===== src/rtl/uart_rx_ctrl.sv =====
`default_nettype none
// ============================================================================
// Module   : uart_rx_ctrl
// Purpose  : UART receive-side controller: baud/enable control with guarded
//            reconfiguration, event detection, FWFT byte FIFO, error counters.
// Revision : 1.0  initial release
// ============================================================================
module uart_rx_ctrl #(
    parameter int FIFO_DEPTH   = 4,
    parameter int GUARD_CYCLES = 16,
    parameter int ERR_LIMIT    = 3
) (
    input  logic       clk,
    input  logic       reset,
    input  logic       cfg_wr,
    input  logic [2:0] cfg_baud,
    input  logic       cfg_enable,
    input  logic       clear,
    output logic [2:0] baud_select,
    output logic       Rx_EN,
    input  logic [7:0] Rx_DATA,
    input  logic       Rx_VALID,
    input  logic       Rx_PERROR,
    input  logic       Rx_FERROR,
    input  logic       rd_req,
    output logic [7:0] rd_data,
    output logic       rd_valid,
    output logic [4:0] fifo_count,
    output logic       overrun,
    output logic [7:0] perr_count,
    output logic [7:0] ferr_count,
    output logic       locked_out
);
    localparam int c_AW = (FIFO_DEPTH > 1) ? $clog2(FIFO_DEPTH) : 1;
    localparam int c_GW = $clog2(GUARD_CYCLES + 1);
    localparam int c_CW = $clog2(ERR_LIMIT + 1);

    localparam logic [1:0] c_DISABLED = 2'd0;
    localparam logic [1:0] c_RUN      = 2'd1;
    localparam logic [1:0] c_RECONFIG = 2'd2;
    localparam logic [1:0] c_LOCKOUT  = 2'd3;

    localparam logic [c_GW-1:0] c_GUARD_LAST = c_GW'(GUARD_CYCLES - 1);
    localparam logic [c_CW-1:0] c_ERR_LAST   = c_CW'(ERR_LIMIT - 1);
    localparam logic [4:0]      c_DEPTH      = 5'(FIFO_DEPTH);

    logic [1:0]      state_q, state_d;
    logic [2:0]      baud_q, baud_d;
    logic [2:0]      pend_baud_q, pend_baud_d;
    logic            pend_en_q, pend_en_d;
    logic [c_GW-1:0] guard_q, guard_d;
    logic [c_CW-1:0] cerr_q, cerr_d;
    logic [7:0]      perr_cnt_q, perr_cnt_d;
    logic [7:0]      ferr_cnt_q, ferr_cnt_d;
    logic            overrun_q, overrun_d;
    logic            valid_prev_q, perr_prev_q, ferr_prev_q;
    logic [7:0]      mem_q [FIFO_DEPTH];
    logic [c_AW-1:0] wr_ptr_q, rd_ptr_q;
    logic [4:0]      count_q, count_d;

    logic w_run, w_v_edge, w_p_edge, w_f_edge;
    logic w_err_frame, w_good_frame, w_full, w_pop, w_push;

    assign w_run    = (state_q == c_RUN);
    assign w_v_edge = Rx_VALID  & ~valid_prev_q;
    assign w_p_edge = Rx_PERROR & ~perr_prev_q;
    assign w_f_edge = Rx_FERROR & ~ferr_prev_q;

    // A valid edge while an error level is high counts as an errored frame.
    assign w_err_frame  = w_run & (w_p_edge | w_f_edge | (w_v_edge & (Rx_PERROR | Rx_FERROR)));
    assign w_good_frame = w_run & w_v_edge & ~Rx_PERROR & ~Rx_FERROR;

    assign w_full = (count_q == c_DEPTH);
    assign w_pop  = rd_req & (count_q != 5'd0);
    assign w_push = w_good_frame & (~w_full | w_pop);

    always_comb begin
        state_d     = state_q;
        baud_d      = baud_q;
        pend_baud_d = pend_baud_q;
        pend_en_d   = pend_en_q;
        guard_d     = guard_q;
        cerr_d      = cerr_q;
        perr_cnt_d  = perr_cnt_q;
        ferr_cnt_d  = ferr_cnt_q;
        overrun_d   = overrun_q;
        count_d     = count_q;

        if (w_push && !w_pop) begin
            count_d = count_q + 5'd1;
        end else if (!w_push && w_pop) begin
            count_d = count_q - 5'd1;
        end
        if (w_good_frame && w_full && !w_pop) begin
            overrun_d = 1'b1;
        end

        if (w_err_frame) begin
            if (Rx_PERROR && (perr_cnt_q != 8'hFF)) perr_cnt_d = perr_cnt_q + 8'd1;
            if (Rx_FERROR && (ferr_cnt_q != 8'hFF)) ferr_cnt_d = ferr_cnt_q + 8'd1;
            cerr_d = cerr_q + c_CW'(1);
            if (cerr_q >= c_ERR_LAST) state_d = c_LOCKOUT;
        end
        if (w_good_frame) begin
            cerr_d = '0;
        end

        if ((state_q == c_RECONFIG) && !cfg_wr) begin
            if (guard_q == c_GUARD_LAST) begin
                baud_d  = pend_baud_q;
                state_d = pend_en_q ? c_RUN : c_DISABLED;
            end else begin
                guard_d = guard_q + c_GW'(1);
            end
        end

        if (clear) begin
            perr_cnt_d = 8'd0;
            ferr_cnt_d = 8'd0;
            overrun_d  = 1'b0;
            cerr_d     = '0;
            if (state_q == c_LOCKOUT) state_d = c_DISABLED;
        end

        if (cfg_wr) begin
            case (state_q)
                c_RUN: begin
                    if (!cfg_enable) begin
                        baud_d  = cfg_baud;
                        state_d = c_DISABLED;
                    end else if (cfg_baud != baud_q) begin
                        pend_baud_d = cfg_baud;
                        pend_en_d   = 1'b1;
                        guard_d     = '0;
                        state_d     = c_RECONFIG;
                    end
                end
                c_RECONFIG: begin
                    pend_baud_d = cfg_baud;
                    pend_en_d   = cfg_enable;
                    guard_d     = '0;
                end
                default: begin
                    baud_d  = cfg_baud;
                    cerr_d  = '0;
                    state_d = cfg_enable ? c_RUN : c_DISABLED;
                end
            endcase
        end
    end

    always_ff @(posedge clk) begin
        if (!reset) begin
            state_q      <= c_DISABLED;
            baud_q       <= 3'd0;
            pend_baud_q  <= 3'd0;
            pend_en_q    <= 1'b0;
            guard_q      <= '0;
            cerr_q       <= '0;
            perr_cnt_q   <= 8'd0;
            ferr_cnt_q   <= 8'd0;
            overrun_q    <= 1'b0;
            valid_prev_q <= 1'b0;
            perr_prev_q  <= 1'b0;
            ferr_prev_q  <= 1'b0;
            wr_ptr_q     <= '0;
            rd_ptr_q     <= '0;
            count_q      <= 5'd0;
        end else begin
            state_q      <= state_d;
            baud_q       <= baud_d;
            pend_baud_q  <= pend_baud_d;
            pend_en_q    <= pend_en_d;
            guard_q      <= guard_d;
            cerr_q       <= cerr_d;
            perr_cnt_q   <= perr_cnt_d;
            ferr_cnt_q   <= ferr_cnt_d;
            overrun_q    <= overrun_d;
            valid_prev_q <= Rx_VALID;
            perr_prev_q  <= Rx_PERROR;
            ferr_prev_q  <= Rx_FERROR;
            count_q      <= count_d;
            if (w_push) wr_ptr_q <= wr_ptr_q + c_AW'(1);
            if (w_pop)  rd_ptr_q <= rd_ptr_q + c_AW'(1);
        end
    end

    // Storage needs no reset: the head is masked to zero while empty.
    always_ff @(posedge clk) begin
        if (w_push) mem_q[wr_ptr_q] <= Rx_DATA;
    end

    assign baud_select = baud_q;
    assign Rx_EN       = (state_q == c_RUN);
    assign locked_out  = (state_q == c_LOCKOUT);
    assign rd_valid    = (count_q != 5'd0);
    assign rd_data     = (count_q != 5'd0) ? mem_q[rd_ptr_q] : 8'h00;
    assign fifo_count  = count_q;
    assign overrun     = overrun_q;
    assign perr_count  = perr_cnt_q;
    assign ferr_count  = ferr_cnt_q;

endmodule
`default_nettype wire


===== config.mk =====
export PLATFORM = sky130hd
export DESIGN_NAME = uart_rx_ctrl
export DESIGN_NICKNAME = d
export VERILOG_FILES = /design/src/rtl/uart_rx_ctrl.sv
export SDC_FILE = /design/constraint.sdc
export NUM_CORES = 1
export LEC_CHECK = 0
export ABC_AREA = 1
export CAP_MARGIN = 20
export CORE_ASPECT_RATIO = 1.1
export CORE_UTILIZATION = 58
export DETAILED_ROUTE_END_ITERATION = 8
export HOLD_SLACK_MARGIN = 0.12
export PLACE_DENSITY = 0.84
export SETUP_SLACK_MARGIN = 0.5
export SLEW_MARGIN = 25
export SYNTH_ARGS = -nofsm -noshare
export SYNTH_HDL_FRONTEND = slang
export SYNTH_SLANG_ARGS = --single-unit

===== constraint.sdc =====
create_clock -name clk -period 7.1 [get_ports clk]
set_input_delay 1.065 -clock clk [delete_from_list [all_inputs] [get_ports clk]]
set_output_delay 1.065 -clock clk [all_outputs]
set_load 0.01 [all_outputs]

==> results of run 1 <==
final timing paths:
check / cells past startpoint / endpoint
worst max register to register: 15 / fifo_count[4]
worst max-delay path: 15 / fifo_count[4]
worst min-delay path: 2 / pend_baud_q[0]
worst min register to register: 2 / pend_baud_q[0]
where the power goes:
group / total (uW) / switching (uW) / internal (uW)
sequential: 530 / 35.5 / 494
clock: 386 / 183 / 203
combinational: 366 / 194 / 173
state kept, by name, summed over array words and instances (netlist names), named ones only:
signal        cells
pend_baud_q       3
wr_ptr_q          2
overrun           1
perr_count        8
cerr_q            2
mem_q            32
state_q           2
ferr_count        8
baud_select       3
perr_prev_q       1
pend_en_q         1
ferr_prev_q       1
rd_ptr_q          2
valid_prev_q      1
fifo_count        5
guard_q           5
kinds of logic (layout without fill, tap and decap cells):
| family | count (synthesis) | in the layout |
|---|---|---|
| buffers and inverters | 67 | 131 |
| xor gates and xnor gates | 19 | 19 |
| and+or+nand+nor | 184 | 184 |
| DFF | 79 | 79 |
| adders and majority gates | 16 | 16 |
| AOI/OAI and AO/OA | 86 | 86 |
worst min-delay path, cell delays in order (launching register included):
cell and delay (ns):
sky130_fd_sc_hd__dfxtp_1 0.33, sky130_fd_sc_hd__nor2_1 0.04, sky130_fd_sc_hd__nor2_1 0.08
area by class of cell:
type | instances | share of cell area (%)
sequential | 79 | 40.8
multi-input combinational | 305 | 35.5
timing repair buffer | 55 | 11.8
inverter | 60 | 4.89
clock buffer | 9 | 2.66
clock inverter | 7 | 2.23
tap | 80 | 2.15
Yosys cell counts (5+ instances only):
cell	n	area (um2)
sky130_fd_sc_hd__nor2_1	69	259
sky130_fd_sc_hd__nand2_1	66	248
sky130_fd_sc_hd__inv_1	52	195
sky130_fd_sc_hd__dfxtp_1	47	941
sky130_fd_sc_hd__a21oi_1	40	200
sky130_fd_sc_hd__o21ai_0	35	175
sky130_fd_sc_hd__edfxtp_1	32	961
sky130_fd_sc_hd__nand3_1	23	115
sky130_fd_sc_hd__ha_1	15	188
sky130_fd_sc_hd__xnor2_1	11	96.3
sky130_fd_sc_hd__xor2_1	8	70.1
sky130_fd_sc_hd__inv_2	7	26.3
sky130_fd_sc_hd__nor3_1	7	35.0
sky130_fd_sc_hd__nand2_2	5	31.3
per-stage QoR:
step                      hold WS, ns  utilization, %
after floorplan                 0.442               -
final                           0.486            74.4
after global routing            0.516            74.4
after global placement          0.458            70.7
after detailed placement        0.468            70.7
after CTS                       0.489            74.4
routing by layer:
metal / part of all wire (%) / global-route usage (%) / vias to the layer above
li1: - / - / 1595
met1: 41 / 30.1 / 1477
met2: 52 / 44.4 / 91
met3: 5.7 / 4.82 / 15
met4: 1.4 / 11.6 / 0
met5: 0 / 0 / -
==> implementation parameters, run 1 <==
Parameter                              Value

Run status
  Result of the run    finished, final reports clean

Clock network
  CTS Root Cell    sky130_fd_sc_hd__clkbuf_8
  Hold Buf Count CTS    0
  Post-CTS resize count    0
  Clock input transition at the sequential cells of the worst setup and hold paths    about 0.090 ns
  Worst-skew pair later-pin latency    0.37 ns
  Post-CTS setup-driven buffer insertion count    0
  H-tree lvl count    3
  Number of buffers between clock root and the deepest sink    2
  CTS sink cnt    79
  CTS tree    done
  Number of buffers created by CTS    9

Final layout
  Layout Cell Area excl Fill    between 0.004 and 0.005 mm2
  Sequential standard cell area    roughly 0.0019 mm2
  Most common cell after layout, fill and taps aside    sky130_fd_sc_hd__nor2_1
  Synthesis-to-finish area growth    21.9%
  Area of the multi-input gates    0.00165 mm2
  Number of nets in the finished design    roughly 550
  Number of diodes    0
  Fill cell instance count of the final layout    444
  Share of final-layout standard cells stronger than drive strength 1    between 8 and 9%
  Cell Count, Final, Fillers Out    just under 600
  Commonest cells after routing, fill and taps aside    sky130_fd_sc_hd__nor2_1 (69), sky130_fd_sc_hd__nand2_1 (66), sky130_fd_sc_hd__clkdlybuf4s50_1 (55)

Worst setup path
  Crit. End Element    flip-flop
  Element type at the critical path start    input pin
  Largest fanout on the critical path    9
  Reg-to-reg setup timing slack    around 4.3 ns
  Worst EP required    about 7.4 ns
  Startpoint of the worst-slack reg-to-reg timing path    state_q[1]
  Critical Path Start    Rx_PERROR
  Critical Path Slowest Stage Cell    sky130_fd_sc_hd__clkdlybuf4s50_1
  Peak per-stage delay on the critical path    roughly 0.44 ns
  Arrival @ worst endpoint    ~3.6 ns
  Critical-path cell list    clkdlybuf4s50_1 -> inv_1 -> nand2_1 -> nor3_2 -> nand2_2 -> inv_1 -> ha_1 -> inv_1 -> fa_1 -> nand2_1 -> nand2_1 -> a21oi_1 -> xnor2_1 -> nand2_1 -> a21oi_1
  Critical path start-end classification    input pin to flip-flop
  Most Frequent Cell on Critical Path    sky130_fd_sc_hd__nand2_1
  Sum of buffers and inverters on the critical path    4
  Top cell family by delay on the critical path    buffers and inverters

Pwr
  Leakage power of the design    0.00182 uW
  Power, Total    between 1000 and 1500 uW
  Max rail drop VDD    0.181 mV
  Power density over the cells    275 mW/mm2

Timing
  Final worst setup slack    3.81 ns
  Final critical path time including I/O delays and setup    3.29 ns
  Highest attainable clock frequency    slightly above 300 MHz
  Transition time at the pin with the least slew margin    0.762 ns
  Finish-stage setup viols    0
  Final Hold Viols    0
  Setup repair after global routing missed its margin    false
  Max-slew violation count    0
  Headroom to the max-slew limit    between 40 and 50%
  Total negative setup slack    0 ns
  Final Cycle Share    between 40% and 50%
  Clock skew    approximately 0.0077 ns

Drt
  # DRC    0
  Detailed-route vias per instance    approximately 5.3
  Routed length per instance    13.7 um
  Sum of routed wire length over all layers    between 8000 and 9000 um
  Router iterations before antenna repair    4
  Total via count after detailed routing    between 3000 and 4000
  1st-iter DRT viols    between 200 and 250
  Post-route antenna net violation count    0

Synthesis
  Adder and majority gate portion of the synthesized area    between 5 and 6%
  Synth warnings    0
  Count of flip-flops with a built-in enable after synthesis    32
  Synth Cell Area    0.00382 mm2
  Number of distinct library cells after synthesis    33
  Mapped Cells    about 450
  Main synth FF type    sky130_fd_sc_hd__dfxtp_1
  Post-Synthesis Net Count    ~500
  Async set or reset register ratio after synthesis    0%
  Post-synthesis share of cell area spent on and, or, nand and nor gates    approximately a fifth
  Synthesized area per cell    8.48 um2
  Flip-flop and latch count after synthesis    79
  Multiplexer fraction of the synthesized cell area    0%
  Dominant combinational cell family by area after synthesis    simple AND/OR/NAND/NOR gates
  Synthesized-area fraction occupied by ao, oa, aoi and oai cells    about an eighth
  Synthesized-area fraction occupied by xor and xnor cells    under 10%
  Share of the yosys chip area belonging to registers    approximately 50%

Min path
  HP Class    flip-flop to flip-flop
  Startpoint of the most critical hold path    pend_baud_q[0]

Placement
  Last weighted congestion value of the routability-driven placer    ~0.84
  Port bufs    between 50 and 60
  Instance count after placement with tap cells included    ~580
  HPWL after DPL    ~5600 um
  Dpl cell area    approximately 0.0044 mm2
  Post-Place Setup Slack    ~3.4 ns

Global routing
  First-pass GRT wire length    13200 um
  Antenna violations before repair    0
  Number of global-route vias before repair    2920
  Pin count of the biggest net entering global routing    18
  Overflow left after global routing    0
  All-Layer GR Usage    approximately 25%

Floorplanning
  Boundary Pins    56
  Area of the die    slightly below 0.007 mm2
  Number of placement rows    30
  Initial core utilization    about three fifths
  Core Area    0.00627 mm2
  Die X    79.4 um
  Die height    between 80 and 90 um

Job
  Max-capacitance violation count    0
No activity file was read; power rests on OpenSTA's default activity.
==> run 2: changes to the inputs <==
--- a/config.mk
+++ b/config.mk
@@ -8,10 +8,10 @@
 export ABC_AREA = 1
 export CAP_MARGIN = 20
 export CORE_ASPECT_RATIO = 1.1
-export CORE_UTILIZATION = 58
+export CORE_UTILIZATION = 49
 export DETAILED_ROUTE_END_ITERATION = 8
 export HOLD_SLACK_MARGIN = 0.12
-export PLACE_DENSITY = 0.84
+export PLACE_DENSITY = 0.76
 export SETUP_SLACK_MARGIN = 0.5
 export SLEW_MARGIN = 25
 export SYNTH_ARGS = -nofsm -noshare
==> constraint.sdc (replaced) <==
create_clock -name clk -period 2.8 [get_ports clk]
set_input_delay 0.42 -clock clk [delete_from_list [all_inputs] [get_ports clk]]
set_output_delay 0.42 -clock clk [all_outputs]
set_load 0.01 [all_outputs]
==> implementation parameters, run 2 (synthesis gave the netlist of run 1 again) <==
Parameter                              Value

Drt
  Routed length per instance    12.8 um (-6.9%)
  Detailed-route vias per instance    5.02 (-5.9%)
  Total via count after detailed routing    3195 (+0.53%)
  # DRC    0 (unchanged)
  1st-iter DRT viols    166 (-30%)
  Router iterations before antenna repair    5 (+1)
  Post-route antenna net violation count    0 (unchanged)
  Sum of routed wire length over all layers    8110 um (-0.52%)

Timing
  Final Hold Viols    0 (unchanged)
  Worst slack on hold paths    0.369 ns (-0.117 ns)
  Max-slew violation count    0 (unchanged)
  Setup repair after global routing missed its margin    true
  Finish-stage setup viols    0 (unchanged)
  Highest attainable clock frequency    roughly 440 MHz
  Final critical path time including I/O delays and setup    about 2.3 ns
  Total negative setup slack    0 ns (unchanged)
  Final Cycle Share    just over 80%
  Transition time at the pin with the least slew margin    0.351 ns (-0.411 ns)
  Headroom to the max-slew limit    76.5% (+27 points)
  Clock skew    0.00671 ns (-0.00101 ns)

Pwr
  Net Switching    1020 uW (+150%)
  Power, Total    3190 uW (+150%)
  Internal power    2180 uW (+150%)
  Combinational Power Share    31.9% (+3.3 points)
  Part of the power in the clock network    25.4% (-4.7 points)
  Switching share of power    31.8% (-0.31 points)
  Max rail drop VDD    0.395 mV (+120%)
  Leakage power of the design    0.00194 uW (+6.4%)
  Portion of total power attributed to sequential cells    42.7% (+1.4 points)
  Power density over the cells    655 mW/mm2 (+140%)

Final layout
  Number of diodes    0 (unchanged)
  Commonest cells after routing, fill and taps aside    sky130_fd_sc_hd__nor2_1 (68), sky130_fd_sc_hd__nand2_1 (64), sky130_fd_sc_hd__clkdlybuf4s50_1 (50)
  End-of-flow core utilization    64.9% (-9.5 points)
  Share of final-layout standard cells stronger than drive strength 1    15.1% (+6.5 points)
  Synthesis-to-finish area growth    27.5%
  Cell Count, Final, Fillers Out    636 (+6.9%)
  Most common cell after layout, fill and taps aside    sky130_fd_sc_hd__nor2_1
  Largest reg by FF count    mem_q
  Largest register FFs    32 (unchanged)
  Number of nets in the finished design    562 (+2.9%)

Floorplanning
  Boundary Pins    56 (unchanged)
  Die height    94.6 um (+8.6%)
  Initial core utilization    50.9% (-10 points)
  Core Area    0.00751 mm2 (+20%)
  Area of the die    0.00816 mm2 (+18%)
  Number of placement rows    33 (+10%)
  Die X    86.2 um (+8.6%)

Clock network
  CTS Root Cell    sky130_fd_sc_hd__clkbuf_8
  Worst-skew pair later-pin latency    0.34 ns (-0.03 ns)
  CTS tree    done
  Clock input transition at the sequential cells of the worst setup and hold paths    0.08 ns (about the same)
  Hold Buf Count CTS    0 (unchanged)
  H-tree lvl count    3 (unchanged)
  CTS sink cnt    79 (unchanged)
  Number of buffers between clock root and the deepest sink    2 (unchanged)
  Number of buffers created by CTS    9 (unchanged)

Run status
  Result of the run    finished, final reports clean

Global routing
  First-pass GRT wire length    13200 um (+0.58%)
  All-Layer GR Usage    20.8% (-4.6 points)
  Overflow left after global routing    0 (unchanged)
  Number of global-route vias before repair    3013 (+3.2%)
  Antenna violations before repair    0 (unchanged)
  Pin count of the biggest net entering global routing    18 (unchanged)

Job
  Max-capacitance violation count    0 (unchanged)

Min path
  HP Class    input pin to flip-flop

Placement
  Last weighted congestion value of the routability-driven placer    0.828 (-1.3%)
  Port bufs    55 (unchanged)
  Instance count after placement with tap cells included    613 (+5.9%)
  HPWL after DPL    5710 um (+2.2%)

Worst setup path
  Largest fanout on the critical path    5 (-4)
  Crit. End Element    flip-flop
  Critical path start-end classification    flip-flop to flip-flop
  Arrival @ worst endpoint    2.54 ns (-1.06 ns)
  Element type at the critical path start    flip-flop
  Worst EP required    3.08 ns (-4.33 ns)
-- run 2: changes by cell type in the layout (fill, tap and decap cells not counted), moves of 3 or more --
cell | previous run | this run
sky130_fd_sc_hd__buf_4 | 0 | 16
sky130_fd_sc_hd__clkdlybuf4s50_1 | 55 | 50
sky130_fd_sc_hd__dfxtp_1 | 47 | 40
sky130_fd_sc_hd__dfxtp_2 | 0 | 5
sky130_fd_sc_hd__dlymetal6s2s_1 | 0 | 4
sky130_fd_sc_hd__ha_1 | 15 | 12
sky130_fd_sc_hd__ha_4 | 0 | 3
sky130_fd_sc_hd__inv_1 | 52 | 46
sky130_fd_sc_hd__inv_4 | 1 | 4
-- run 2: path summary, 6_finish.rpt --
| path | start | to | slack, ns | depth (start not counted) |
|---|---|---|---|---|
| worst max-delay path | state_q[1] | fifo_count[4] | 0.55 | 15 |
| worst min-delay path | Rx_PERROR | perr_prev_q | 0.37 | 3 |
| worst max register to register | state_q[1] | fifo_count[4] | 0.55 | 15 |
| worst min register to register | rd_ptr_q[1] | flip-flop | 0.47 | 2 |
-- run 2: repair_timing --
item                       CTS  global route
gates resized for setup     15            19
buffers inserted             1             6
setup endpoints to repair   10            10
pin swaps                    2             7
-- run 2: power groups by stage --
stage / Clock [uW] / Combinational, uW / Sequential [uW]
after floorplan: 0 / 536 / 1340
after global placement: 0 / 901 / 1370
after global routing: 879 / 1130 / 1370
after detailed placement: 0 / 921 / 1370
after CTS: 825 / 947 / 1350
final: 811 / 1020 / 1360
-- run 2: worst max-delay path: stages (launching register included) --
cell                      delay, ns
sky130_fd_sc_hd__dfxtp_2       0.34
sky130_fd_sc_hd__inv_2         0.08
sky130_fd_sc_hd__ha_4          0.18
sky130_fd_sc_hd__inv_4         0.06
sky130_fd_sc_hd__nor3_4        0.22
sky130_fd_sc_hd__nand2_2       0.08
sky130_fd_sc_hd__inv_2         0.07
sky130_fd_sc_hd__ha_4          0.15
sky130_fd_sc_hd__inv_4         0.05
sky130_fd_sc_hd__fa_2          0.36
sky130_fd_sc_hd__nand2_1       0.07
sky130_fd_sc_hd__nand2_1       0.07
sky130_fd_sc_hd__a21oi_2       0.16
sky130_fd_sc_hd__xnor2_1       0.13
sky130_fd_sc_hd__nand2_1       0.08
sky130_fd_sc_hd__a21oi_2       0.10
-- run 2: metrics by stage --
stage	cell area (um2)	setup slack, ns
after floorplan	3840	0.504
after global placement	4550	0.0351
after detailed placement	4550	-0.0134
after CTS	4770	0.502
after global routing	4870	0.388
final	4870	0.546
-- run 2: layout make-up --
class | count | area, um2
fillers | 649 | 2640
flip-flops and latches | 79 | 1920
multi-input cells | 305 | 1720
repair buffers | 71 | 679
inverters | 60 | 239
well taps | 105 | 131
clock buffers | 10 | 128
clock inverters | 6 | 61.3
-- run 2: layer usage --
metal | GRT usage, % | routed length (um) | vias to the layer above
met5 | 0 | 0 | -
met4 | 9.31 | 138 | 0
met3 | 3.67 | 423 | 12
met2 | 37.5 | 4030 | 87
met1 | 23.9 | 3510 | 1461
li1 | - | - | 1635
